### src/rtl/divider_shift_pkg.sv
// Shared definitions for the power-of-two divider: rounding modes, default
// widths and the rounding-increment decision used by every lane.
package divider_shift_pkg;

  localparam int DEF_LANES     = 4;
  localparam int DEF_DW        = 16;
  localparam int DEF_OW        = 16;
  localparam int DEF_MAX_SHIFT = 15;

  typedef enum logic [1:0] {
    MODE_FLOOR     = 2'd0,
    MODE_HALF_AWAY = 2'd1,
    MODE_HALF_EVEN = 2'd2,
    MODE_TRUNC     = 2'd3
  } mode_e;

  // The floor quotient is already available; each mode only decides whether
  // to add one, from the dropped fraction (guard/sticky), sign and result LSB.
  function automatic logic round_inc(input mode_e mode, input logic sign,
                                     input logic guard, input logic sticky,
                                     input logic lsb);
    logic inc;
    inc = 1'b0;
    case (mode)
      MODE_FLOOR:     inc = 1'b0;
      MODE_HALF_AWAY: inc = guard & (~sign | sticky);
      MODE_HALF_EVEN: inc = guard & (sticky | lsb);
      MODE_TRUNC:     inc = sign & (guard | sticky);
      default:        inc = 1'b0;
    endcase
    return inc;
  endfunction

endpackage

### src/rtl/divider_shift_lane.sv
// One lane of the divider: S1 operand capture, S2 arithmetic shift with
// guard/sticky extraction, S3 rounding increment and output saturation.
module divider_shift_lane
  import divider_shift_pkg::*;
#(
  parameter int DW      = DEF_DW,
  parameter int OW      = DEF_OW,
  parameter int SHIFT_W = 4
) (
  input  logic               i_Sys_clk,
  input  logic               i_Rst_n,
  input  logic               i_Ld1,
  input  logic               i_Ld2,
  input  logic               i_Ld3,
  input  logic [DW-1:0]      i_Numer,
  input  logic [SHIFT_W-1:0] i_Shift,
  input  mode_e              i_Mode,
  output logic [OW-1:0]      o_Quotient,
  output logic               o_Sat
);

  localparam logic signed [DW:0] OMAX_W = {{(DW + 2 - OW){1'b0}}, {(OW - 1){1'b1}}};
  localparam logic signed [DW:0] OMIN_W = {{(DW + 2 - OW){1'b1}}, {(OW - 1){1'b0}}};

  logic [DW-1:0]      x_s1;
  logic [DW-1:0]      guard_bit;
  logic signed [DW:0] floor_d;
  logic signed [DW:0] floor_s2;
  logic signed [DW:0] rnd;
  logic               guard_d, sticky_d;
  logic               guard_s2, sticky_s2, sign_s2;
  logic               inc;

  // NOTE: the S1/S2 data registers have no reset; the valid bits in the top
  // decide whether their contents mean anything, so only S3 outputs reset.
  always_ff @(posedge i_Sys_clk) begin
    if (i_Ld1) x_s1 <= i_Numer;
    if (i_Ld2) begin
      floor_s2  <= floor_d;
      guard_s2  <= guard_d;
      sticky_s2 <= sticky_d;
      sign_s2   <= x_s1[DW-1];
    end
  end

  // One extra bit of headroom so the later +1 cannot wrap.
  always_comb begin
    floor_d   = $signed({x_s1[DW-1], x_s1}) >>> i_Shift;
    guard_bit = DW'(1) << (i_Shift - SHIFT_W'(1));
    guard_d   = 1'b0;
    sticky_d  = 1'b0;
    if (i_Shift != '0) begin
      guard_d  = |(x_s1 & guard_bit);
      sticky_d = |(x_s1 & (guard_bit - DW'(1)));
    end
  end

  always_comb begin
    inc = round_inc(i_Mode, sign_s2, guard_s2, sticky_s2, floor_s2[0]);
    rnd = floor_s2 + $signed({{DW{1'b0}}, inc});
  end

  always_ff @(posedge i_Sys_clk or negedge i_Rst_n) begin
    if (!i_Rst_n) begin
      o_Quotient <= '0;
      o_Sat      <= 1'b0;
    end else if (i_Ld3) begin
      if (rnd > OMAX_W) begin
        o_Quotient <= OMAX_W[OW-1:0];
        o_Sat      <= 1'b1;
      end else if (rnd < OMIN_W) begin
        o_Quotient <= OMIN_W[OW-1:0];
        o_Sat      <= 1'b1;
      end else begin
        o_Quotient <= rnd[OW-1:0];
        o_Sat      <= 1'b0;
      end
    end
  end

endmodule

### src/rtl/divider_shift_round.sv
// Multi-lane signed divide-by-2^s with selectable rounding and saturation,
// behind a 3-stage valid/ready pipeline that fully honours backpressure.
module divider_shift_round
  import divider_shift_pkg::*;
#(
  parameter int LANES     = DEF_LANES,
  parameter int DW        = DEF_DW,
  parameter int OW        = DEF_OW,
  parameter int MAX_SHIFT = DEF_MAX_SHIFT,
  parameter int SHIFT_W   = $clog2(MAX_SHIFT + 1)
) (
  input  logic                i_Sys_clk,
  input  logic                i_Rst_n,
  input  logic                i_Valid,
  output logic                o_Ready,
  input  logic [LANES*DW-1:0] i_Numer,
  input  logic [SHIFT_W-1:0]  i_Shift,
  input  logic [1:0]          i_Mode,
  output logic                o_Valid,
  input  logic                i_Ready,
  output logic [LANES*OW-1:0] o_Quotient,
  output logic [LANES-1:0]    o_Sat
);

  logic               v1, v2, v3;
  logic               ld1, ld2, ld3;
  logic [SHIFT_W-1:0] shift_clamped;
  logic [SHIFT_W-1:0] shift_s1;
  mode_e              mode_s1, mode_s2;

  // A stage loads when it is empty or its successor is loading; ready never
  // looks at i_Valid, so upstream cannot form a combinational loop through us.
  always_comb begin
    ld3           = ~v3 | i_Ready;
    ld2           = ~v2 | ld3;
    ld1           = ~v1 | ld2;
    o_Ready       = ld1;
    o_Valid       = v3;
    shift_clamped = (i_Shift > SHIFT_W'(MAX_SHIFT)) ? SHIFT_W'(MAX_SHIFT) : i_Shift;
  end

  always_ff @(posedge i_Sys_clk or negedge i_Rst_n) begin
    if (!i_Rst_n) begin
      v1 <= 1'b0;
      v2 <= 1'b0;
      v3 <= 1'b0;
    end else begin
      if (ld1) v1 <= i_Valid;
      if (ld2) v2 <= v1;
      if (ld3) v3 <= v2;
    end
  end

  // Shift is consumed in S2 and mode in S3, so each is carried only that far.
  always_ff @(posedge i_Sys_clk) begin
    if (ld1) begin
      shift_s1 <= shift_clamped;
      mode_s1  <= mode_e'(i_Mode);
    end
    if (ld2) mode_s2 <= mode_s1;
  end

  for (genvar k = 0; k < LANES; k++) begin : g_lane
    divider_shift_lane #(
      .DW      (DW),
      .OW      (OW),
      .SHIFT_W (SHIFT_W)
    ) u_lane (
      .i_Sys_clk  (i_Sys_clk),
      .i_Rst_n    (i_Rst_n),
      .i_Ld1      (ld1),
      .i_Ld2      (ld2),
      .i_Ld3      (ld3),
      .i_Numer    (i_Numer[k*DW +: DW]),
      .i_Shift    (shift_s1),
      .i_Mode     (mode_s2),
      .o_Quotient (o_Quotient[k*OW +: OW]),
      .o_Sat      (o_Sat[k])
    );
  end

endmodule

### config.mk
export PLATFORM = sky130hd
export DESIGN_NAME = divider_shift_round
export DESIGN_NICKNAME = d
export VERILOG_FILES = /design/src/rtl/divider_shift_pkg.sv /design/src/rtl/divider_shift_lane.sv /design/src/rtl/divider_shift_round.sv
export SDC_FILE = /design/constraint.sdc
export NUM_CORES = 1
export LEC_CHECK = 0
export ABC_AREA = 1
export BUFFER_PORTS_ARGS = -buffer_cell sky130_fd_sc_hd__buf_2
export CELL_PAD_IN_SITES_DETAIL_PLACEMENT = 0
export CELL_PAD_IN_SITES_GLOBAL_PLACEMENT = 1
export CORE_MARGIN = 2
export CORE_UTILIZATION = 40
export CTS_CLUSTER_SIZE = 8
export DETAILED_ROUTE_END_ITERATION = 8
export GPL_ROUTABILITY_DRIVEN = 0
export MAX_ROUTING_LAYER = met4
export PLACE_DENSITY_LB_ADDON = 0.1
export SYNTH_ARGS = -nofsm -noshare
export SYNTH_HDL_FRONTEND = slang
export SYNTH_SLANG_ARGS = --single-unit
### constraint.sdc
create_clock -name i_Sys_clk -period 3.6 [get_ports i_Sys_clk]
set_input_delay 0.72 -clock i_Sys_clk [delete_from_list [all_inputs] [get_ports i_Sys_clk]]
set_output_delay 0.72 -clock i_Sys_clk [all_outputs]
set_load 0.02 [all_outputs]
==> results of run 1 <==
## layout make-up
cell class,instances,share of cell area (%)
clock buffer,40,5.76
clock inverter,3,0.231
inverter,122,3.26
multi-input combinational,1037,37.1
sequential,215,43.4
tap,390,3.47
timing repair buffer,172,6.82
## Yosys cell counts
cell,instances,share of area (%)
inv_2,8,0.25
a22oi_1,4,0.25
a21o_1,1,0.062
o221ai_1,19,1.4
clkbuf_1,30,0.93
nand2_4,2,0.19
o221a_2,1,0.093
dfrtp_1,71,15
ha_1,13,1.3
nand4_1,22,1.1
nor2_2,7,0.36
a211oi_1,2,0.12
clkinv_1,1,0.031
nand2_2,2,0.10
nor4_1,1,0.052
nand3_2,2,0.17
or2_2,15,0.78
nor3_1,13,0.54
inv_1,113,3.5
buf_1,9,0.28
edfxtp_1,144,36
xnor2_1,11,0.80
nor3_2,5,0.41
a221oi_1,12,0.87
o22ai_1,18,0.93
o2111ai_1,1,0.073
o21ai_0,140,5.8
o21bai_1,1,0.062
nand3_1,113,4.7
nand3b_1,6,0.37
nor2_4,3,0.28
nor2_1,120,3.7
a21oi_1,53,2.2
nand2_1,382,12
a311oi_1,7,0.51
mux2i_1,7,0.58
and3_1,1,0.052
buf_2,18,0.75
o211ai_1,6,0.37
o21ai_1,6,0.25
buf_4,10,0.62
xor2_1,24,1.7
a31oi_1,17,0.88
## kinds of logic (layout without fill, tap and decap cells)
family / Yosys count / in the layout
simple gates: 694 / 694
compound gates: 288 / 288
flops: 215 / 215
buf+inv: 189 / 337
xor+xnor: 35 / 35
fa+ha+maj: 13 / 13
mux: 7 / 7
## through the flow
stage	worst slack (ns)	std cells	area (um^2)	power, mW
floorplan	0.459	1441	12100	4.65
global placement	0.510	1936	13200	5.35
detailed placement	0.424	1936	13200	5.36
CTS	0.396	1979	14100	7.97
global route	0.0307	1979	14100	8.34
finish	0.476	1979	14100	7.88
## power by group through the flow
| stage | Combinational (mW) | Clock [mW] | Sequential (mW) |
|---|---|---|---|
| 2_1_floorplan | 1.05 | 0 | 3.60 |
| 3_3_place_gp | 1.85 | 0 | 3.49 |
| 3_5_place_dp | 1.85 | 0 | 3.51 |
| 4_1_cts | 1.86 | 2.65 | 3.46 |
| 5_1_grt | 2.09 | 2.74 | 3.51 |
| 6_report | 1.86 | 2.56 | 3.46 |
## registers in the layout, summed over array words and instances (netlist names), 2 cells and up
name,flops
g_lane.u_lane.floor_s2,64
g_lane.u_lane.o_Quotient,64
g_lane.u_lane.x_s1,64
g_lane.u_lane.guard_s2,4
g_lane.u_lane.o_Sat,4
g_lane.u_lane.sticky_s2,4
shift_s1,4
mode_s1,2
mode_s2,2
## layout by cell type, fill, tap and decap left out, types with 9 or more instances in the layout
cell	count
a21oi_1	53
buf_2	143
o21ai_0	140
or2_2	15
nand2_1	381
nor2_1	119
clkbuf_1	9
a31oi_1	17
inv_2	10
nor3_1	13
dfrtp_1	71
ha_1	13
nand4_1	22
xor2_1	24
nand3_1	113
o221ai_1	19
buf_4	27
a221oi_1	12
edfxtp_1	144
xnor2_1	11
clkbuf_16	31
inv_1	111
o22ai_1	18
## routing by layer
layer	routed length [um]	part of all wire, %
met5	0	0
met4	1360	3.8
met3	1880	5.2
met2	15700	44
met1	17100	47
## worst paths after layout
path,startpoint,end,depth (start not counted)
max in group asynchronous,i_Rst_n,g_lane[0].u_lane.o_Quotient[10],2
hold reg to reg,v2,o_Valid,2
setup reg to reg,mode_s2[0],g_lane[1].u_lane.o_Quotient[13],16
min in group i_Sys_clk,i_Numer[2],g_lane[0].u_lane.x_s1[2],1
setup / recovery,mode_s2[0],g_lane[1].u_lane.o_Quotient[13],16
hold / removal,i_Rst_n,g_lane[1].u_lane.o_Sat,1
==> flow_summary.rst, run 1 <==
.. list-table::
   :header-rows: 1

   * - Metric
     - Value
   * - Result of the run
     - finished clean
   * - Count of endpoints failing setup in the final report
     - 0
   * - Met3 layer usage reported by global route
     - under 10%
   * - Leakage power
     - ~6.3 nW
   * - Synthesized area
     - approximately 0.012 mm^2
   * - NumNets Final
     - about 1,700
   * - DRC violations left
     - 0
   * - Final critical-path required period
     - 3.12 ns
   * - Iteration-0 DRC Markers
     - 996
   * - Most utilized layer in the global route result
     - met2
   * - Critical Path End Type
     - register
   * - Post-synthesis cell type count
     - 43
   * - Post-Route Setup TNS
     - 0 ns
   * - Register area share after synthesis
     - about half
   * - Number of global-route vias before repair
     - 9,847
   * - Slew at the pin with the worst max-slew slack
     - 0.706 ns
   * - Logic gate share of total power
     - 23.6%
   * - Slew headroom
     - a little over half
   * - Average wire per cell in the routed design
     - roughly 18 um
   * - Critical-path maximum fanout
     - 14
   * - Via density per instance
     - 5.32
   * - Net Sw Frac
     - ~33%
   * - Half-perimeter wire length after detailed placement
     - 27,100 um
   * - Number of buffers inserted during clock tree synthesis
     - 31
   * - Number of instances resized during post-cts repair
     - 0
   * - Power per cell area
     - approximately 560 mW/mm^2
   * - Multi-input gate area in the final layout
     - between 0.005 and 0.006 mm^2
   * - Dominant delay contributor by cell family on the critical path
     - simple AND/OR/NAND/NOR gates
   * - Dominant combinational cell family by area after synthesis
     - simple AND/OR/NAND/NOR gates
   * - Synthesized-area fraction occupied by and/or/nand/nor cells
     - 24.7%
   * - Horizontal die dimension
     - between 150 and 200 um
   * - Clock network fraction of total power
     - 32.4%
   * - Clock tree from TritonCTS
     - done
   * - Data arrival time of the worst path
     - approximately 3.6 ns
   * - First-pass GRT wire length
     - ~56,000 um
   * - Critical Path RT
     - just over 4 ns
   * - Insertion delay of the later-clocked pin in the worst-skew pair
     - ~0.57 ns
   * - Area fraction in compound gates after synthesis
     - between 10 and 15%
   * - Pre-antenna DRT Iters
     - 6
   * - Chain of cells forming the critical path
     - inv_1 -> ha_1 -> a21oi_1 -> o21ai_0 -> nand3_1 -> a21oi_1 -> ha_1 -> ha_1 -> nand3_1 -> nor2_2 -> nand3_2 -> nor2_4 -> nand3_1 -> nand2_1 -> nand3_1 -> nand3_1
   * - Worst Skew
     - 0.0142 ns
   * - Clock net sink count
     - roughly 220
   * - Clock transition at the registers of the reported paths
     - 0.05 ns
   * - Post-Syn Area per Cell
     - around 8.4 um^2
   * - Unrepaired setup endpoints after global routing
     - false
   * - Switching power
     - roughly 2.6 mW
   * - Number of maximum-capacitance violations
     - 0
   * - Fillcell total
     - 2,990
   * - Library cell used as clock root buffer
     - clkbuf_16
   * - GRT overflow
     - 0
   * - Global routing usage on met2
     - a little over a third
   * - Post-route antenna net violation count
     - 0
   * - Power share of the sequential group
     - 43.9%
   * - # IOs
     - ~140
   * - Via Count
     - approximately 11,000
   * - Deepest level of the CTS H-tree
     - 1
   * - Register cell area after layout
     - slightly above 0.006 mm^2
   * - Die Height
     - ~180 um
   * - Category of the worst setup path launch point
     - register
   * - Post CTS Setup Buffer Count
     - 0
   * - Initial antenna violation count
     - 0
   * - Area enclosed by the die boundary
     - around 0.032 mm^2
   * - Largest net degree at the start of global routing
     - 75
   * - Critical-path cell with the highest stage delay
     - nand3_1
   * - Placeable core area
     - ~0.03 mm^2
   * - Library cell appearing most often on the critical path
     - nand3_1
   * - Longest Clk Path Bufs
     - 3
   * - Total routing usage reported by global routing
     - around a quarter
   * - Met1 layer usage reported by global route
     - between 30% and 40%
   * - Port buffer count
     - ~140
   * - Count of antenna diodes in the layout
     - 0
   * - Flip-flop and latch count after synthesis
     - approximately 220
   * - Count of final hold-check violations
     - 0
   * - Count of buffering cells on the critical path with inverters included
     - 1
   * - WS Path Type
     - register to register
   * - # hold bufs at CTS
     - 0
   * - Peak VDD IR
     - between 0.0003 and 0.0004 V
   * - Effective utilization at floorplan
     - between 40% and 50%
   * - Pins Over Slew Limit
     - 0
   * - Fraction of layout cells with a size suffix above 1
     - approximately 16%
   * - Class of the tightest hold or removal check
     - input port to async pin
   * - Internal
     - between 5 and 6 mW
   * - Worst hold-check slack
     - around 0.19 ns
   * - Adder-cell share of the synthesized area
     - approximately 1.3%
   * - Area added between synthesis and finish
     - 16.5%
   * - Maximum clock frequency
     - 320 MHz
   * - Synth warnings
     - 0
   * - Wire length after detailed routing
     - around 36,000 um
   * - Proportion of synthesized area in mux cells
     - less than 1%
   * - Mapped Nets
     - 1,528
   * - Xor/xnor share of the synthesized area
     - under 10%
   * - Delay of the slowest cell on the worst path
     - between 0.4 and 0.5 ns
   * - Util after Layout
     - between 40% and 50%
   * - Worst reg2reg setup slack
     - about 0.48 ns
   * - Crit share post-route
     - 86.8%
   * - Std cell rows
     - 63
   * - Mapped Cells
     - 1,441
(Power assumes the default switching activity.)
==> run 2, diff against run 1 <==
--- a/config.mk
+++ b/config.mk
@@ -10,7 +10,7 @@
 export CELL_PAD_IN_SITES_DETAIL_PLACEMENT = 0
 export CELL_PAD_IN_SITES_GLOBAL_PLACEMENT = 1
 export CORE_MARGIN = 2
-export CORE_UTILIZATION = 40
+export CORE_UTILIZATION = 44
 export CTS_CLUSTER_SIZE = 8
 export DETAILED_ROUTE_END_ITERATION = 8
 export GPL_ROUTABILITY_DRIVEN = 0
==> constraint.sdc (replaced) <==
create_clock -name i_Sys_clk -period 3.35 [get_ports i_Sys_clk]
set_input_delay 0.67 -clock i_Sys_clk [delete_from_list [all_inputs] [get_ports i_Sys_clk]]
set_output_delay 0.67 -clock i_Sys_clk [all_outputs]
set_load 0.02 [all_outputs]
==> flow_summary.rst, run 2 (synthesis gave the netlist of run 1 again) <==
.. list-table::
   :header-rows: 1

   * - Metric
     - Value
   * - Result of the run
     - finished clean
   * - Library cell appearing most often on the critical path
     - nand3_1
   * - Power per cell area
     - 608 mW/mm^2 (+8.5%)
   * - Worst r2r dst
     - g_lane[0].u_lane.o_Quotient[10]
   * - Category of the worst setup path launch point
     - register
   * - Peak VDD IR
     - 0.000345 V (+7.9%)
   * - Worst Skew
     - 0.0138 ns (-0.000337 ns)
   * - Source of the worst hold timing path
     - i_Numer[58]
   * - Library cell used as clock root buffer
     - clkbuf_16
   * - Worst reg2reg setup slack
     - 0.35 ns (-0.13 ns)
   * - Average wire per cell in the routed design
     - 17.9 um (-2.0%)
   * - Chain of cells forming the critical path
     - inv_1 -> ha_2 -> a21oi_1 -> o21ai_0 -> nand3_1 -> a21oi_1 -> ha_1 -> nand3_1 -> nor3_2 -> nand2_1 -> nor3_2 -> nand3_1 -> nand3b_1 -> nand3_1
   * - Unrepaired setup endpoints after global routing
     - false
   * - Count of antenna diodes in the layout
     - 0 (unchanged)
   * - Longest Clk Path Bufs
     - 3 (unchanged)
   * - # hold bufs at CTS
     - 0 (unchanged)
   * - Slew headroom
     - 41.0% (-11 points)
   * - Post-Route Setup TNS
     - 0 ns (unchanged)
   * - Wire length after detailed routing
     - 34,500 um (-4.2%)
   * - Metal-1 WL
     - 16,100 um (-5.9%)
   * - Critical Path End Type
     - register
   * - Worst reg-to-reg path cell count
     - 14 (-2)
   * - Critical-path maximum fanout
     - 13 (-1)
   * - Fraction of layout cells with a size suffix above 1
     - 16.1% (+0.085 points)
   * - Maximum clock frequency
     - 333 MHz (+4.1%)
   * - Routed met2 length
     - 14,600 um (-7.0%)
   * - Clock tree from TritonCTS
     - done
   * - Leakage power
     - 6.26 nW (+0.10%)
   * - Critical Path RT
     - 3.77 ns (-0.30 ns)
   * - Post CTS Setup Buffer Count
     - 0 (unchanged)
   * - Class of the tightest hold or removal check
     - input port to register
   * - Count of final hold-check violations
     - 0 (unchanged)
   * - Slew at the pin with the worst max-slew slack
     - 0.886 ns (+0.179 ns)
   * - Die Height
     - 170 um (-4.5%)
   * - Number of buffers inserted during clock tree synthesis
     - 31 (unchanged)
   * - Horizontal die dimension
     - 170 um (-4.5%)
   * - DR top layer
     - met4
   * - Std cell rows
     - 60 (-4.8%)
   * - GRT overflow
     - 0 (unchanged)
   * - Number of instances resized during post-cts repair
     - 0 (unchanged)
   * - Number of maximum-capacitance violations
     - 0 (unchanged)
   * - Routed wire length on met3
     - 2110 um (+12%)
   * - First-pass GRT wire length
     - 54,000 um (-3.8%)
   * - Pre-antenna DRT Iters
     - 6 (unchanged)
   * - NumNets Final
     - 1,668 (+0.12%)
   * - Critical-path cell with the highest stage delay
     - nand3_1
   * - Beginning of the worst register-to-register path
     - mode_s2[0]
   * - Final critical-path required period
     - 3.00 ns (-0.124 ns)
   * - # IOs
     - 144 (unchanged)
   * - Largest net degree at the start of global routing
     - 75 (unchanged)
   * - WS Path Type
     - register to register
   * - Count of endpoints failing setup in the final report
     - 0 (unchanged)
   * - Initial antenna violation count
     - 1 (+1)
   * - Placeable core area
     - 0.0270 mm^2 (-9.1%)
   * - Worst min-delay path endpoint
     - g_lane[3].u_lane.x_s1[10]
   * - Port buffer count
     - 143 (unchanged)
   * - Clock transition at the registers of the reported paths
     - 0.05 ns (about the same)
   * - Pins Over Slew Limit
     - 0 (unchanged)
   * - Post-route antenna net violation count
     - 0 (unchanged)
   * - Clock net sink count
     - 215 (unchanged)
   * - Half-perimeter wire length after detailed placement
     - 26,100 um (-3.6%)
   * - Top library cells by usage in the layout, fill and taps aside
     - nand2_1, edfxtp_1, buf_2
   * - Via density per instance
     - 5.46 (+2.6%)
   * - Fillcell total
     - 2,607 (-13%)
   * - Via Count
     - 10,561 (+0.31%)
   * - Area added between synthesis and finish
     - 16.1%
   * - Crit share post-route
     - 89.5% (+2.8 points)
   * - Delay of the slowest cell on the worst path
     - 0.42 ns (about the same)
   * - Effective utilization at floorplan
     - 44.8% (+4.1 points)
   * - Number of global-route vias before repair
     - 9,712 (-1.4%)
   * - Most common library cell in the layout ignoring fill and taps
     - nand2_1
   * - Insertion delay of the later-clocked pin in the worst-skew pair
     - 0.57 ns (about the same)
   * - Deepest level of the CTS H-tree
     - 1 (unchanged)
   * - Total routing usage reported by global routing
     - 24.6% (+1.0 points)
   * - Registers with the most flip-flops
     - g_lane.u_lane.floor_s2 (64), g_lane.u_lane.o_Quotient (64), g_lane.u_lane.x_s1 (64)
   * - Data arrival time of the worst path
     - 3.41 ns (-0.19 ns)
   * - Iteration-0 DRC Markers
     - 1,015 (+1.9%)
   * - DRC violations left
     - 0 (unchanged)
   * - Cell count of the worst hold path
     - 1
   * - Total chip power
     - 8.52 mW (+8.1%)
   * - Area enclosed by the die boundary
     - 0.0288 mm^2 (-8.9%)
## run 2: final cells by class
cell class	instances	area, um^2	area share, %
flip-flops and latches	215	6100	43.5
multi-input cells	1037	5210	37.2
repair buffers	174	948	6.77
clock buffers	41	813	5.80
inverters	122	458	3.27
well taps	341	427	3.04
clock inverters	4	57.6	0.411
## run 2: routing by layer
metal	track usage (%)	up-vias
met1	35.1	4802
met2	35.5	421
met3	3.06	105
li1	-	5233
met5	-	-
met4	10.6	0
## run 2: how the worst max path moves through the flow
stage,start,endpoint,slack (ns),depth (start not counted)
2_1_floorplan,i_Ready,g_lane[0].u_lane.floor_s2[0],0.26,5
3_3_place_gp,mode_s2[0],g_lane[1].u_lane.o_Quotient[7],0.36,19
3_5_place_dp,mode_s2[0],g_lane[1].u_lane.o_Quotient[13],0.28,19
4_1_cts,mode_s2[0],g_lane[0].u_lane.o_Quotient[10],0.27,14
5_1_grt,mode_s2[0],g_lane[1].u_lane.o_Quotient[13],0.04,19
6_report,mode_s2[0],g_lane[0].u_lane.o_Quotient[10],0.35,14
## run 2: critical path: cells and delay by family (launching register included)
kind | cells | cell delay (ns)
adders and majority gates | 2 | 0.45
AOI/OAI and AO/OA | 3 | 0.33
DFF | 1 | 0.39
and+or+nand+nor | 8 | 1.59
buffers and inverters | 1 | 0.10
## run 2: stage by stage
stage | cell area, um^2 | setup WS (ns) | hold WS [ns] | util, % | cells
after floorplan | 12100 | 0.259 | 0.374 | - | 1441
after global placement | 13100 | 0.365 | 0.452 | 48.8 | 1889
after detailed placement | 13100 | 0.276 | 0.448 | 48.8 | 1889
after CTS | 14000 | 0.270 | 0.259 | 52.0 | 1934
after global routing | 14000 | 0.0383 | 0.260 | 52.0 | 1934
final | 14000 | 0.351 | 0.283 | 52.0 | 1934
## run 2: power breakdown
| part | internal, mW | total [mW] | leakage, nW | switching (mW) |
|---|---|---|---|---|
| logic | 0.661 | 1.99 | 3.57 | 1.33 |
| clock network | 1.74 | 2.81 | 0.421 | 1.08 |
| registers | 3.36 | 3.72 | 2.27 | 0.361 |
| total | 5.75 | 8.52 | 6.26 | 2.76 |
